===== config.mk =====
export PLATFORM = sky130hd
export DESIGN_NAME = rep_sequencer_flat
export DESIGN_NICKNAME = d
export VERILOG_FILES = /design/src/rtl/rep_sequencer_if.sv /design/src/rtl/rep_sequencer.sv /design/src/flat_wrapper.sv
export SDC_FILE = /design/constraint.sdc
export NUM_CORES = 1
export LEC_CHECK = 0
export ABC_CLOCK_PERIOD_IN_PS = 7450
export CORE_ASPECT_RATIO = 0.5
export CORE_UTILIZATION = 45
export DETAILED_ROUTE_END_ITERATION = 12
export PLACE_DENSITY = 0.75
export SLEW_MARGIN = 20
export SYNTH_ARGS = -nofsm -noshare
export SYNTH_HDL_FRONTEND = slang
export SYNTH_SLANG_ARGS = --single-unit

===== constraint.sdc =====
create_clock -name clk -period 7.45 [get_ports clk]
set_clock_uncertainty 0.15 [all_clocks]
set_input_delay 0.745 -clock clk [delete_from_list [all_inputs] [get_ports clk]]
set_output_delay 0.745 -clock clk [all_outputs]
set_load 0.02 [all_outputs]

===== src/rtl/rep_sequencer_if.sv =====
// Handshake bundle between the decode stage, the REP sequencer and execute.
// The sequencer connects through the slave modport; the environment drives the master side.
interface rep_sequencer_if #(
    parameter int ECX_WIDTH = 32
);
    logic                 up_valid;
    logic                 up_ready;
    logic [1:0]           up_rep_mode;
    logic                 up_addr32;
    logic [ECX_WIDTH-1:0] up_ecx;

    logic                 ex_valid;
    logic                 ex_ready;
    logic                 ex_last;
    logic [ECX_WIDTH-1:0] ex_ecx;

    logic                 fb_valid;
    logic                 fb_zf;

    logic                 seq_done;
    logic [ECX_WIDTH-1:0] done_ecx;
    logic                 busy;

    modport slave (
        input  up_valid, up_rep_mode, up_addr32, up_ecx, ex_ready, fb_valid, fb_zf,
        output up_ready, ex_valid, ex_last, ex_ecx, seq_done, done_ecx, busy
    );

    modport master (
        output up_valid, up_rep_mode, up_addr32, up_ecx, ex_ready, fb_valid, fb_zf,
        input  up_ready, ex_valid, ex_last, ex_ecx, seq_done, done_ecx, busy
    );
endinterface


===== src/rtl/rep_sequencer.sv =====
// REP/REPE/REPNE string-instruction sequencer: issues one iteration per count,
// optionally waiting for ZF feedback between iterations. ECX_WIDTH must exceed 16.
module rep_sequencer #(
    parameter int ECX_WIDTH = 32
) (
    input  logic            clk,
    input  logic            reset,
    input  logic            flush,
    rep_sequencer_if.slave  bus
);
    typedef enum logic [1:0] {IDLE, ISSUE, WAIT_FLAG} state_t;

    state_t               state_reg;
    logic [ECX_WIDTH-1:0] count_reg;
    logic [ECX_WIDTH-1:0] ex_ecx_reg;
    logic [ECX_WIDTH-1:0] done_ecx_reg;
    logic [1:0]           mode_reg;
    logic                 addr32_reg;
    logic                 ex_valid_reg;
    logic                 ex_last_reg;
    logic                 seq_done_reg;

    // In 16-bit mode the decrement wraps inside [15:0]; upper bits pass through untouched.
    function automatic logic [ECX_WIDTH-1:0] dec_count(input logic [ECX_WIDTH-1:0] v,
                                                       input logic wide);
        logic [ECX_WIDTH-1:0] r;
        if (wide) begin
            r = v - ECX_WIDTH'(1);
        end else begin
            r = {v[ECX_WIDTH-1:16], v[15:0] - 16'd1};
        end
        return r;
    endfunction

    function automatic logic is_zero(input logic [ECX_WIDTH-1:0] v, input logic wide);
        return wide ? (v == '0) : (v[15:0] == 16'd0);
    endfunction

    logic [ECX_WIDTH-1:0] entry_dec;
    logic [ECX_WIDTH-1:0] count_dec;
    logic [ECX_WIDTH-1:0] next_dec;
    logic                 terminate;
    logic                 issue_valid;

    assign entry_dec = dec_count(bus.up_ecx, bus.up_addr32);
    assign count_dec = dec_count(count_reg, addr32_reg);
    assign next_dec  = dec_count(ex_ecx_reg, addr32_reg);
    assign terminate = bus.fb_zf ? (mode_reg == 2'b11) : (mode_reg == 2'b10);

    always_ff @(posedge clk) begin
        if (!reset || flush) begin
            state_reg    <= IDLE;
            count_reg    <= '0;
            ex_valid_reg <= 1'b0;
            seq_done_reg <= 1'b0;
            if (!reset) begin
                mode_reg     <= 2'b00;
                addr32_reg   <= 1'b0;
                ex_last_reg  <= 1'b0;
                ex_ecx_reg   <= '0;
                done_ecx_reg <= '0;
            end
        end else begin
            seq_done_reg <= 1'b0;
            case (state_reg)
                IDLE: begin
                    if (bus.up_valid) begin
                        mode_reg   <= bus.up_rep_mode;
                        addr32_reg <= bus.up_addr32;
                        count_reg  <= bus.up_ecx;
                        if (bus.up_rep_mode == 2'b00) begin
                            state_reg    <= ISSUE;
                            ex_valid_reg <= 1'b1;
                            ex_last_reg  <= 1'b1;
                            ex_ecx_reg   <= bus.up_ecx;
                        end else if (is_zero(bus.up_ecx, bus.up_addr32)) begin
                            seq_done_reg <= 1'b1;
                            done_ecx_reg <= bus.up_ecx;
                        end else begin
                            state_reg    <= ISSUE;
                            ex_valid_reg <= 1'b1;
                            ex_ecx_reg   <= entry_dec;
                            ex_last_reg  <= is_zero(entry_dec, bus.up_addr32);
                        end
                    end
                end
                ISSUE: begin
                    if (bus.ex_ready) begin
                        // ex_ecx_reg already holds the post-decrement count (or the unchanged one for mode 00)
                        count_reg <= ex_ecx_reg;
                        if (ex_last_reg || mode_reg == 2'b00) begin
                            state_reg    <= IDLE;
                            ex_valid_reg <= 1'b0;
                            seq_done_reg <= 1'b1;
                            done_ecx_reg <= ex_ecx_reg;
                        end else if (mode_reg == 2'b01) begin
                            ex_ecx_reg  <= next_dec;
                            ex_last_reg <= is_zero(next_dec, addr32_reg);
                        end else begin
                            state_reg    <= WAIT_FLAG;
                            ex_valid_reg <= 1'b0;
                        end
                    end
                end
                WAIT_FLAG: begin
                    if (bus.fb_valid) begin
                        if (terminate) begin
                            state_reg    <= IDLE;
                            seq_done_reg <= 1'b1;
                            done_ecx_reg <= count_reg;
                        end else begin
                            state_reg    <= ISSUE;
                            ex_valid_reg <= 1'b1;
                            ex_ecx_reg   <= count_dec;
                            ex_last_reg  <= is_zero(count_dec, addr32_reg);
                        end
                    end
                end
                default: state_reg <= IDLE;
            endcase
        end
    end

    // Reset and flush take effect on the outputs in the same cycle they are asserted.
    assign issue_valid  = reset & ~flush & ex_valid_reg;
    assign bus.up_ready = reset & ~flush & (state_reg == IDLE);
    assign bus.ex_valid = issue_valid;
    assign bus.ex_last  = issue_valid & ex_last_reg;
    assign bus.ex_ecx   = reset ? ex_ecx_reg : '0;
    assign bus.seq_done = reset & seq_done_reg;
    assign bus.done_ecx = reset ? done_ecx_reg : '0;
    assign bus.busy     = reset & (state_reg != IDLE);
endmodule


===== src/flat_wrapper.sv =====
// flat-port wrapper written by rule: the top's interface ports become plain ports
module rep_sequencer_flat 
#(
    parameter int ECX_WIDTH = 32
)
  (clk, reset, flush, bus_up_valid, bus_up_rep_mode, bus_up_addr32, bus_up_ecx, bus_ex_ready, bus_fb_valid, bus_fb_zf, bus_up_ready, bus_ex_valid, bus_ex_last, bus_ex_ecx, bus_seq_done, bus_done_ecx, bus_busy);
  rep_sequencer_if #(.ECX_WIDTH(ECX_WIDTH)) bus_i ();
  input  logic clk;
  input  logic reset;
  input  logic flush;
  input wire logic [$bits(bus_i.up_valid)-1:0] bus_up_valid;
  input wire logic [$bits(bus_i.up_rep_mode)-1:0] bus_up_rep_mode;
  input wire logic [$bits(bus_i.up_addr32)-1:0] bus_up_addr32;
  input wire logic [$bits(bus_i.up_ecx)-1:0] bus_up_ecx;
  input wire logic [$bits(bus_i.ex_ready)-1:0] bus_ex_ready;
  input wire logic [$bits(bus_i.fb_valid)-1:0] bus_fb_valid;
  input wire logic [$bits(bus_i.fb_zf)-1:0] bus_fb_zf;
  output wire logic [$bits(bus_i.up_ready)-1:0] bus_up_ready;
  output wire logic [$bits(bus_i.ex_valid)-1:0] bus_ex_valid;
  output wire logic [$bits(bus_i.ex_last)-1:0] bus_ex_last;
  output wire logic [$bits(bus_i.ex_ecx)-1:0] bus_ex_ecx;
  output wire logic [$bits(bus_i.seq_done)-1:0] bus_seq_done;
  output wire logic [$bits(bus_i.done_ecx)-1:0] bus_done_ecx;
  output wire logic [$bits(bus_i.busy)-1:0] bus_busy;
  assign bus_i.up_valid = bus_up_valid;
  assign bus_i.up_rep_mode = bus_up_rep_mode;
  assign bus_i.up_addr32 = bus_up_addr32;
  assign bus_i.up_ecx = bus_up_ecx;
  assign bus_i.ex_ready = bus_ex_ready;
  assign bus_i.fb_valid = bus_fb_valid;
  assign bus_i.fb_zf = bus_fb_zf;
  assign bus_up_ready = bus_i.up_ready;
  assign bus_ex_valid = bus_i.ex_valid;
  assign bus_ex_last = bus_i.ex_last;
  assign bus_ex_ecx = bus_i.ex_ecx;
  assign bus_seq_done = bus_i.seq_done;
  assign bus_done_ecx = bus_i.done_ecx;
  assign bus_busy = bus_i.busy;
  rep_sequencer #(.ECX_WIDTH(ECX_WIDTH)) u_core (.clk(clk), .reset(reset), .flush(flush), .bus(bus_i));
endmodule

==> flow_summary.yaml <==
status:
  outcome: "complete, no violations"
yosys:
  synthCells: 1160
  synth.distinct_cells: 73
  netlist_area_um2: 9230
  async_reset_ff_frac: 0
  netlist_top_cells_count: "nor2_1, clkbuf_1, nor3_1"
  synth-seq-cells: 104
  post-synth-top-count-cell: "nor2_1"
  synth-edff-count: 68
  synthTopCellsByArea: "edfxtp_1, dfxtp_1, nor2_1"
  syn_nets: 1213
  ys.flop_type: "edfxtp_1"
  synth_seq_area_share: 0.299
  synthDominantCellAreaShare: 0.221
  avgSynthCellArea_um2: 7.95
  yosys.area.top_type: "edfxtp_1"
  synth_warnings: 0
final_layout:
  drive_gt1_frac: 0.0530
  final_area_um2: 10600
  final_nets: 1217
  antenna-diode-count: 0
  area_delta_synth_final_pct: 14.8
  fill_cells: 1817
clock_tree:
  hold_buffers: 0
  cts_buffers: 9
  clk_pin_slew_ps: 70
  clockBufferDepth: 2
  cts_tree: "done"
  ctsResizeCount: 0
  cts_max_level: 3
  root_buffer: "clkbuf_16"
  clk_latency_ps: 370
  post_cts_buffers: 0
  clkSinkCount: 104
floorplanning:
  rows: 36
  start_util: 0.467
  io_pins: 111
  core_area_um2: 19800
  die_area_um2: 21100
  die_h_um: 103
  die_x_um: 205
global_route:
  grt_max_degree: 130
  grt_overflow_total: 0
  first_global_vias: 8171
  grt.total_usage: 0.287
  use_met1: 0.408
  met2_usage: 0.452
  met3_usage: 0.0520
  grt-busiest-layer: "met2"
  grt_antenna_before_repair: 0
  grt_pass1_wl_um: 46700
pwr:
  power_density_nw_per_um2: 181
  leakagePower_nw: 3.67
  vdd_drop_max_mv: 0.121
place:
  place_ws_ps: 2960
  place_area_um2: 10300
  dp_hpwl_um: 20600
  port_buffers: 110
  gp_congestion: 0.948
route:
  via_count: 9075
  viasPerCell: 6.32
  first_iter_violations: 998
  route.detailed.wl_per_inst_um: 21.0
  wl_um: 30100
  first_pass_iters: 6
  drc: 0
  antenna_left: 0
sta:
  period_needed_ps: 4200
  tightest_slew_ps: 1040
  hold_viol_final: 0
  fin_crit_sh: 0.564
  fmax_mhz: 238
  setup_violations: 0
  rsz0062_at_grt: "no"
  fin_ws_ps: 3250
  drv_slew: 0
  slew_headroom: 0.306
  whs_ps: 358
  setup-tns-final_ps: 0
setup_path:
  crit_type: "flop to flop"
  worstPathArrival_ps: 4270
  startpoint_type: "flop"
  worst_r2r_path_depth: 10
  worstPathRequired_ps: 7510
  end_kind: "flop"
  cp_max_fo: 10
min_path:
  hold_path_class: "flop to flop"
  hold_depth: 2
run:
  maxCapViolCount: 0
worst paths after layout:
| kind | startpoint | endpoint | slack (ps) |
|---|---|---|---|
| hold / removal | u_core.state_reg[1] | u_core.state_reg[1] | 360 |
| hold reg to reg | u_core.state_reg[1] | u_core.state_reg[1] | 360 |
| setup reg to reg | u_core.ex_ecx_reg[1] | u_core.ex_ecx_reg[30] | 3250 |
| setup / recovery | u_core.ex_ecx_reg[1] | u_core.ex_ecx_reg[30] | 3250 |
cells in the final DEF, fill, tap and decap left out, types with 4 or more instances in the layout:
master	netlist	layout
o31ai_1	9	9
xor2_1	44	44
nor3_1	80	80
nor4_1	23	23
a31oi_1	8	8
or2_2	11	11
nand2b_1	6	6
nand3_1	18	18
buf_4	5	13
edfxtp_1	68	68
a21oi_1	65	64
a21boi_0	9	9
nand3b_1	4	4
nand2_1	59	59
a211oi_1	51	51
or3_1	15	15
nand4_1	10	10
and2_1	73	73
a221oi_1	52	52
o221ai_1	5	5
nor3b_1	8	8
dfxtp_1	36	36
or4_1	12	12
o21ai_0	14	13
mux2i_1	33	33
nor2b_1	50	50
nand4b_1	5	5
xnor2_1	45	45
a211o_1	4	4
clkbuf_16	0	9
clkdlybuf4s50_1	0	108
nor2_1	130	130
ha_1	11	8
inv_1	19	18
layout make-up:
type,count,area [um2],area share
Multi-Input combinational cell,909,5910,0.557
Timing Repair Buffer,121,1180,0.111
Clock buffer,9,225,0.0213
Inverter,19,71.3,0.00673
Tap cell,266,333,0.0314
Sequential cell,104,2760,0.261
Clock inverter,7,120,0.0113
power breakdown:
group          switching [mW]  total (mW)  internal (mW)
clock network           0.236       0.565          0.329
registers              0.0941       0.772          0.678
logic                   0.344       0.585          0.241
worst max-delay path, cell delays in order, from the launching register on:
cell and delay (ps):
edfxtp_1 540, inv_1 130, ha_1 240, nor3b_1 700, nand2_1 600, nor2_1 470
nand3_1 250, nor4_1 260, o21ai_0 180, a221o_1 350, a21boi_0 160
routing by layer:
layer / vias to the layer above / wire [um]
li1: 4230 / -
met1: 4380 / 13700
met2: 427 / 13400
met3: 38 / 2660
met4: 0 / 388
met5: - / 0
through the flow:
step | total power, mW | instances | util
finish | 1.92 | 1435 | 0.536
global route | 2.01 | 1435 | 0.536
CTS | 1.92 | 1435 | 0.536
detailed placement | 1.35 | 1419 | 0.518
global placement | 1.34 | 1419 | 0.518
floorplan | 1.16 | 1160 | -
kinds of logic (layout without fill, tap and decap cells):
kind of cell | Yosys count | after routing | share of synthesized area
flops | 104 | 104 | 0.299
xor+xnor | 89 | 89 | 0.0845
buf+inv | 147 | 156 | 0.0648
fa+ha+maj | 11 | 11 | 0.0149
mux | 34 | 34 | 0.0370
compound gates | 248 | 248 | 0.191
simple gates | 527 | 527 | 0.309
No activity file was read; power rests on OpenSTA's default activity.
